==> config.mk <==
export PLATFORM = sky130hd
export DESIGN_NAME = hook_renderer
export DESIGN_NICKNAME = d
export VERILOG_FILES = /design/src/rtl/hook_renderer.sv
export SDC_FILE = /design/constraint.sdc
export NUM_CORES = 1
export LEC_CHECK = 0
export CAP_MARGIN = 0
export CORE_MARGIN = 2
export CORE_UTILIZATION = 50
export CTS_CLUSTER_SIZE = 8
export DETAILED_ROUTE_END_ITERATION = 12
export HOLD_SLACK_MARGIN = 0.1
export PLACE_DENSITY_LB_ADDON = 0.25
export SLEW_MARGIN = 20
export SYNTH_ARGS = -nofsm -noshare
export SYNTH_HDL_FRONTEND = slang
export SYNTH_SLANG_ARGS = --single-unit
==> constraint.sdc <==
create_clock -name clk -period 12 [get_ports clk]
set_input_delay 3.6 -clock clk [delete_from_list [all_inputs] [get_ports clk]]
set_output_delay 3.6 -clock clk [all_outputs]
set_load 0.01 [all_outputs]
==> src/rtl/hook_renderer.sv <==
// hook_renderer
// Draws NUM_HOOKS fishing hooks and their animated lines over the VGA raster.
// Hook positions arrive in 0.1 px units and are latched once per frame, so
// every frame is drawn with one consistent set of positions and line states.
//
// Ports:
//   clk, rst          pixel clock, synchronous active-high reset
//   valid             active-video qualifier for h_cnt / v_cnt
//   h_cnt, v_cnt      current pixel column / row
//   frame_start       one-cycle pulse at start of vertical blanking
//   h_position        per-channel hook x (14 bits each, 0.1 px units)
//   v_position        per-channel hook y (14 bits each, 0.1 px units)
//   cast, cut         per-channel level requests
//   cut_v             per-channel row at which the line is cut (10 bits each)
//   vga               registered pixel colour (2 cycles after h_cnt/v_cnt)
//   background        1 = no sprite on this pixel
//   pix_valid         valid aligned with vga
//   line_state        per-channel line FSM state (2 bits each)
//
// Line FSM states:
//   state | meaning
//   IDLE  | no line drawn, waiting for cast
//   CAST  | line drawn from LINE_TOP down to the hook
//   CUT   | line drawn down to line_end, shortened each frame
module hook_renderer #(
    parameter int          NUM_HOOKS    = 2,
    parameter int          LINE_X0      = 279,
    parameter int          LINE_PITCH   = 40,
    parameter int          LINE_TOP     = 62,
    parameter int          RETRACT_STEP = 4,
    parameter logic [11:0] HOOK_COLOR   = 12'hfff,
    parameter logic [11:0] LINE_COLOR   = 12'h000
) (
    input  logic                      clk,
    input  logic                      rst,
    input  logic                      valid,
    input  logic [9:0]                h_cnt,
    input  logic [9:0]                v_cnt,
    input  logic                      frame_start,
    input  logic [14*NUM_HOOKS-1:0]   h_position,
    input  logic [14*NUM_HOOKS-1:0]   v_position,
    input  logic [NUM_HOOKS-1:0]      cast,
    input  logic [NUM_HOOKS-1:0]      cut,
    input  logic [10*NUM_HOOKS-1:0]   cut_v,
    output logic [11:0]               vga,
    output logic                      background,
    output logic                      pix_valid,
    output logic [2*NUM_HOOKS-1:0]    line_state
);

    localparam int          NH        = NUM_HOOKS;
    localparam logic [9:0]  TOP       = 10'(LINE_TOP);
    localparam logic [9:0]  STEP      = 10'(RETRACT_STEP);
    localparam logic [9:0]  CUT_FLOOR = 10'(LINE_TOP + RETRACT_STEP);

    typedef enum logic [1:0] {
        ST_IDLE = 2'd0,
        ST_CAST = 2'd1,
        ST_CUT  = 2'd2
    } line_st_t;

    line_st_t   st       [NH];
    logic [9:0] px       [NH];
    logic [9:0] py       [NH];
    logic [9:0] line_end [NH];
    logic [9:0] px_next  [NH];
    logic [9:0] py_next  [NH];

    logic [NH-1:0] line_hit_c;
    logic [NH-1:0] hook_hit_c;
    logic [NH-1:0] line_hit_q;
    logic [NH-1:0] hook_hit_q;
    logic          valid_q;

    logic [11:0]   vga_c;
    logic          bg_c;

    // Truncating divide by 10; anything beyond the 10-bit pixel range pins
    // to 1023 rather than wrapping back onto the visible screen.
    function automatic logic [9:0] div10_clamp(input logic [13:0] pos);
        logic [13:0] q;
        q = pos / 14'd10;
        if (q > 14'd1023) return 10'd1023;
        return q[9:0];
    endfunction

    // Hook sprite: a triangular barb anchored at (px, py). Offsets are taken
    // as signed so pixels left of / above the anchor never alias into range.
    function automatic logic hook_pixel(input logic [9:0] h, input logic [9:0] v,
                                        input logic [9:0] x, input logic [9:0] y);
        logic signed [10:0] dx;
        logic signed [10:0] dy;
        logic               hit;
        dx  = $signed({1'b0, h}) - $signed({1'b0, x});
        dy  = $signed({1'b0, v}) - $signed({1'b0, y});
        hit = 1'b0;
        if (dx >= 11'sd0 && dx <= 11'sd6 && dy >= dx) begin
            case (dx[2:0])
                3'd0:         hit = (dy <= 11'sd9);
                3'd1, 3'd2:   hit = (dy <= 11'sd8);
                3'd3, 3'd4:   hit = (dy <= 11'sd7);
                3'd5, 3'd6:   hit = (dy <= 11'sd6);
                default:      hit = 1'b0;
            endcase
        end
        return hit;
    endfunction

    always_comb begin
        for (int i = 0; i < NH; i++) begin
            px_next[i] = div10_clamp(h_position[14*i +: 14]);
            py_next[i] = div10_clamp(v_position[14*i +: 14]);
        end
    end

    // Shadow latch and line FSMs: everything here moves only on frame_start.
    always_ff @(posedge clk) begin
        if (rst) begin
            for (int i = 0; i < NH; i++) begin
                st[i]       <= ST_IDLE;
                px[i]       <= '0;
                py[i]       <= '0;
                line_end[i] <= '0;
            end
        end else if (frame_start) begin
            for (int i = 0; i < NH; i++) begin
                px[i] <= px_next[i];
                py[i] <= py_next[i];
                case (st[i])
                    ST_IDLE: begin
                        if (cast[i]) st[i] <= ST_CAST;
                    end
                    ST_CAST: begin
                        if (cut[i]) begin
                            st[i] <= ST_CUT;
                            // Cut point cannot lie below the hook being latched now.
                            line_end[i] <= (cut_v[10*i +: 10] < py_next[i]) ?
                                           cut_v[10*i +: 10] : py_next[i];
                        end else if (!cast[i]) begin
                            st[i] <= ST_IDLE;
                        end
                    end
                    ST_CUT: begin
                        if (line_end[i] <= CUT_FLOOR) st[i] <= ST_IDLE;
                        else                          line_end[i] <= line_end[i] - STEP;
                    end
                    default: st[i] <= ST_IDLE;
                endcase
            end
        end
    end

    always_comb begin
        line_state = '0;
        for (int i = 0; i < NH; i++) line_state[2*i +: 2] = st[i];
    end

    // Stage 1: per-channel hit detection.
    always_comb begin
        line_hit_c = '0;
        hook_hit_c = '0;
        for (int i = 0; i < NH; i++) begin
            logic [9:0] row_end;
            logic       drawn;
            row_end = (st[i] == ST_CAST) ? py[i] : line_end[i];
            drawn   = (st[i] == ST_CAST) || (st[i] == ST_CUT);
            line_hit_c[i] = valid && drawn &&
                            (h_cnt == 10'(LINE_X0 + i*LINE_PITCH)) &&
                            (v_cnt >= TOP) && (v_cnt <= row_end);
            hook_hit_c[i] = valid && hook_pixel(h_cnt, v_cnt, px[i], py[i]);
        end
    end

    always_ff @(posedge clk) begin
        if (rst) begin
            line_hit_q <= '0;
            hook_hit_q <= '0;
            valid_q    <= 1'b0;
        end else begin
            line_hit_q <= line_hit_c;
            hook_hit_q <= hook_hit_c;
            valid_q    <= valid;
        end
    end

    // Stage 2: lowest channel wins; scanning downward lets it overwrite last.
    always_comb begin
        vga_c = 12'h000;
        bg_c  = 1'b1;
        for (int i = NH-1; i >= 0; i--) begin
            if (line_hit_q[i] || hook_hit_q[i]) begin
                bg_c  = 1'b0;
                vga_c = line_hit_q[i] ? LINE_COLOR : HOOK_COLOR;
            end
        end
        if (!valid_q) begin
            vga_c = 12'h000;
            bg_c  = 1'b1;
        end
    end

    always_ff @(posedge clk) begin
        if (rst) begin
            vga        <= 12'h000;
            background <= 1'b1;
            pix_valid  <= 1'b0;
        end else begin
            vga        <= vga_c;
            background <= bg_c;
            pix_valid  <= valid_q;
        end
    end

endmodule

# After elaboration in Yosys (flattened, before gate mapping)
# Memory sizes are Yosys's and may differ from the RTL's.
# Index checks and enable logic that the tools add are counted.
# totals
mem_count,4
inputBits,104
wordCells,222
ramBits,64
ff_bits,19
out_inout_bits,18
# memory_table
name,words,word_bits,rd,rd_ports_with_merged_regs,wr,line_no,source
line_end,2,10,2,0,2,65,logic [9:0] line_end [NH];
px,2,10,2,0,2,63,logic [9:0] px [NH];
py,2,10,2,0,2,64,logic [9:0] py [NH];
st,2,2,2,0,2,62,line_st_t st [NH];
# op_classes
muxes,109
div_mod_pow,4
bitwise_logic,19
reduce_logical,31
magnitude_cmp,25
n_eq_ne,18
add_sub_neg,6
# op_table
operator,count
$mux 10,20
$mux 1,73
$le 11x4->1 const B,6
$div 14x4->14 const B,4
$gt 14x10->1 const B,4
$mux 12,4
$le 11x5->1 const B,4
$sub 10x10->11,4
$ge 11x1->1 const B,2
$ge 11x11->1,2
$eq 10x9->1 const B,2
$le 10x10->1,2
$le 10x7->1 const B,2
$lt 10x10->1,2
$mux 2,10
$sub 10x3->10 const B,2
$eq 3x3->1 const B,6
$or 1x1->1,18
$logic_and 1x1->1,14
$reduce_or 2->1,7
$eq 3x2->1 const B,4
$ge 10x6->1 const B,1
$pmux 1 s4,2
$eq 3x1->1 const B,2
other kinds (7),15

# Logic depth before layout (Yosys ltp)
# depth
word_depth,10
mapped_depth,31
depth_no_buf,25

# Least setup slack after synthesis
# No wires, ideal clock.
# synth_timing
path_type,in2reg
start,input port v_position[9]
end,memory line_end[0][9] (data pin)
path_buffers,4
arrival_time_ps,8459
setup_slack_ps,3284
path_stages,28
required_time_ps,11743
setup_time_ps,257
cell_sequence,buf_6 buf_6 nor2b_4 a22o_1 a221oi_2 a21oi_1 a311oi_1 o2111ai_1 a311o_1 buf_4 o21ai_0 a21oi_1 a2111oi_0 ha_1 a21oi_1 nor2b_1 o21ai_0 nand2b_1 a21oi_1 nor2b_1 o21ai_0 nand2b_1 a21o_1 or3_1 o21bai_4 buf_6 a21o_1 a32o_1
# synth_rtl
item,line_no,source
"start, declared",41,"input logic [14*NUM_HOOKS-1:0] v_position,"
"end, declared",65,

==> impl_metrics.json <==
{
  "route.detailed.drc": 0,
  "yosys.area.top_type": "edfxtp_1",
  "period_minus_slack_ns": 10.35,
  "worst-setup-path-type": "in2reg",
  "clockBufferDepth": 2,
  "routed_via_density": 6.21,
  "die_w_um": 155,
  "grt_max_degree": 41,
  "ys_seq_area_frac": 0.182,
  "rows": 55,
  "final.setup.tns_ns": 0,
  "worstReg2RegEnd": "hook_hit_q[0]",
  "coreArea_um2": 22500,
  "cap_violations": 0,
  "initial_core_util": 0.507,
  "final_core_util": 0.566,
  "num_vias": 11200,
  "outcome": "completed",
  "vdd_drop_max_v": 0.0000638,
  "synth.top_cell.area_share": 0.166,
  "hold_slack_ns": 0.438,
  "ys_warn_count": 0,
  "cts_tree": "yes",
  "grt_pass1_wl_mm": 49.2,
  "syn2layout_area_growth_pct": 11.7,
  "nets": 1727,
  "drtIter0Drc": 757,
  "io_pins": 122,
  "clockPowerShare": 0.189,
  "io_buffers": 117,
  "n_antenna_cell": 0,
  "share_comb_of_total_power": 0.567,
  "cts_resized": 0,
  "max_stage_delay_ns": 0.96,
  "synth_edf_count": 63,
  "gp_congestion": 0.887,
  "ff2ff_path_depth": 18,
  "sw_frac_of_total": 0.418,
  "ys_ff_latch": 72,
  "syn-instance-count": 1473,
  "drt-pass1-iter-count": 5,
  "place_area_um2": 12500,
  "synth.distinct_cells": 104,
  "synth-main-ff-cell": "edfxtp_1",
  "timing.rr.start": "py[0][0]",
  "multi_input_area_um2": 8450,
  "cp.required_ns": 12.09,
  "p_seq_frac": 0.245,
  "tightest_slew_ns": 1.00,
  "htreeDepth": 3,
  "crit_arrival_ns": 10.45,
  "cp_common_cell": "a21oi_1",
  "ant_nets": 0,
  "syn_nets": 1692,
  "ctsHoldBuffers": 0,
  "layout-drive-gt1-share": 0.0377,
  "endpoint": "line_end[0][3]",
  "grt_setup_unrepaired": "no",
  "fillerInstances": 2087,
  "cp_num_buf_inv": 2,
  "leakage_nw": 5.09,
  "cp.depth": 25,
  "startpoint": "v_position[9]",
  "hp-class": "reg2reg",
  "power_w": 0.00128,
  "critPathCaptureType": "flop",
  "wl_per_cell_um": 16.3,
  "cts_buffers": 9,
  "avgSynthCellArea_um2": 7.74,
  "slew_violations": 0,
  "max-slew-margin-rel": 0.316,
  "dp_hpwl_mm": 22.5,
  "min_period_over_period": 0.863,
  "grt_pass1_vias": 10200,
  "p_switching_w": 0.000537,
  "clk_pin_slew_ns": 0.06,
  "p_per_area_nw_per_um2": 101,
  "cts_sinks": 72,
  "reg2reg_slack_ns": 8.25,
  "ys_top_cells_by_count": "nor2_1 (119), ha_1 (111), nand2_1 (108), a21oi_1 (106), inv_1 (100)",
  "antenna_found_initial": 0,
  "post_cts_buffers": 0,
  "ys_async_sr_fraction": 0,
  "cp_max_fo": 20,
  "fin_skew_ns": 0.00427,
  "insertion_delay_ns": 0.34,
  "synth.most_common_cell": "nor2_1",
  "die_h_um": 155,
  "hold_viol": 0,
  "crit_slowest_cell": "clkdlybuf4s50_1",
  "yosys-top-cells-area": "edfxtp_1 (17%), ha_1 (12%), a21oi_1 (4.7%)",
  "netlist_area_um2": 11400,
  "start_kind": "input pin",
  "grt_use_total": 0.242,
  "cts_root_buffer": "clkbuf_16",
  "cp_top_family": "compound AO/OA/AOI/OAI gates",
  "setup_violations": 0,
  "grt_remaining_overflow": 0,
  "regArea_um2": 2070,
  "die_area_um2": 24000,
  "final_area_um2": 12700,
  "fmax_mhz": 96.6,
  "wl_mm": 29.2,
  "internal_power_w": 0.000747
}
-- kinds of logic (layout without fill, tap and decap cells) --
family	after synthesis	count (layout)	share of synthesized area
compound gates	465	465	0.282
xor+xnor	72	72	0.0565
fa+ha+maj	121	121	0.134
buf+inv	203	243	0.0787
flops	72	72	0.182
mux	35	35	0.0326
simple gates	505	505	0.235
-- per-layer routing --
layer,track usage,vias to the layer above,routed length [um],part of all wire
met1,0.348,5248,14100,0.48
met2,0.396,312,13200,0.45
li1,-,5573,-,-
met5,0,-,0,0
met4,0.0384,0,286,0.0098
met3,0.0329,25,1660,0.057
-- flip-flops by register name, summed over array words and instances, names as in the netlist --
signal and count:
background 1, hook_hit_q 2, line_end 20, line_hit_q 2, pix_valid 1, px 20, py 20, st 4
valid_q 1, vga 1
-- worst register-to-register path: cells and delay by family (launching register included) --
kind                       cells  cell delay, ns
xor gates and xnor gates       1            0.16
buffers and inverters          1            0.06
AOI/OAI and AO/OA             10            1.72
adders and majority gates      3            0.86
DFF                            1            0.35
and+or+nand+nor                3            0.55
-- metrics by stage --
step	std cells	worst slack, ns
2_1_floorplan	1473	3.28
3_3_place_gp	1781	1.34
3_5_place_dp	1781	1.22
4_1_cts	1797	1.54
5_1_grt	1798	0.961
6_report	1798	1.65
-- how the worst min path moves through the flow --
stage,start,endpoint,slack [ns],cells after the start
final,line_hit_q[0],background,0.44,1
after global routing,line_hit_q[0],background,0.48,1
after CTS,line_hit_q[0],background,0.44,1
after detailed placement,line_hit_q[0],background,0.44,1
after global placement,line_hit_q[0],background,0.43,1
after floorplan,line_hit_q[0],vga[10],0.40,1
-- power groups by stage --
stage	Clock, W	Sequential [W]	Combinational, W
2_1_floorplan	0	0.000314	0.000559
3_3_place_gp	0	0.000318	0.000699
3_5_place_dp	0	0.000319	0.000715
4_1_cts	0.000243	0.000314	0.000721
5_1_grt	0.000253	0.000317	0.000826
6_report	0.000242	0.000314	0.000728
-- cell usage in the layout, fill, tap and decap left out, types with 9 or more instances in the layout --
cell / synthesis / final
a21o_1: 29 / 29
nand3_1: 32 / 32
nor4_1: 10 / 10
nor2_1: 119 / 119
clkbuf_16: 0 / 9
o211ai_1: 13 / 13
o21ai_0: 79 / 79
nor2b_1: 33 / 33
o22ai_1: 13 / 13
mux2i_1: 27 / 27
nand2b_1: 36 / 36
and2_1: 17 / 17
a31oi_1: 24 / 23
o21bai_1: 24 / 24
edfxtp_1: 63 / 63
and3_1: 16 / 16
nand2_1: 108 / 108
xnor2_1: 48 / 48
nor3b_1: 10 / 10
xor2_1: 23 / 23
inv_1: 100 / 100
a21oi_1: 106 / 106
o32ai_1: 15 / 15
nand4_1: 23 / 23
dfxtp_1: 9 / 9
nor3_1: 33 / 33
o21a_1: 11 / 11
clkdlybuf4s50_1: 0 / 117
a211oi_1: 18 / 18
ha_1: 111 / 111
a311oi_1: 9 / 9
-- layout make-up --
cell class              count  share of cell area
clock inverters             5             0.00187
inverters                 103              0.0304
multi-input cells        1198               0.663
clock buffers              11              0.0183
flip-flops and latches     72               0.163
well taps                 285              0.0280
repair buffers            124              0.0959
No activity file was read; power rests on OpenSTA's default activity.
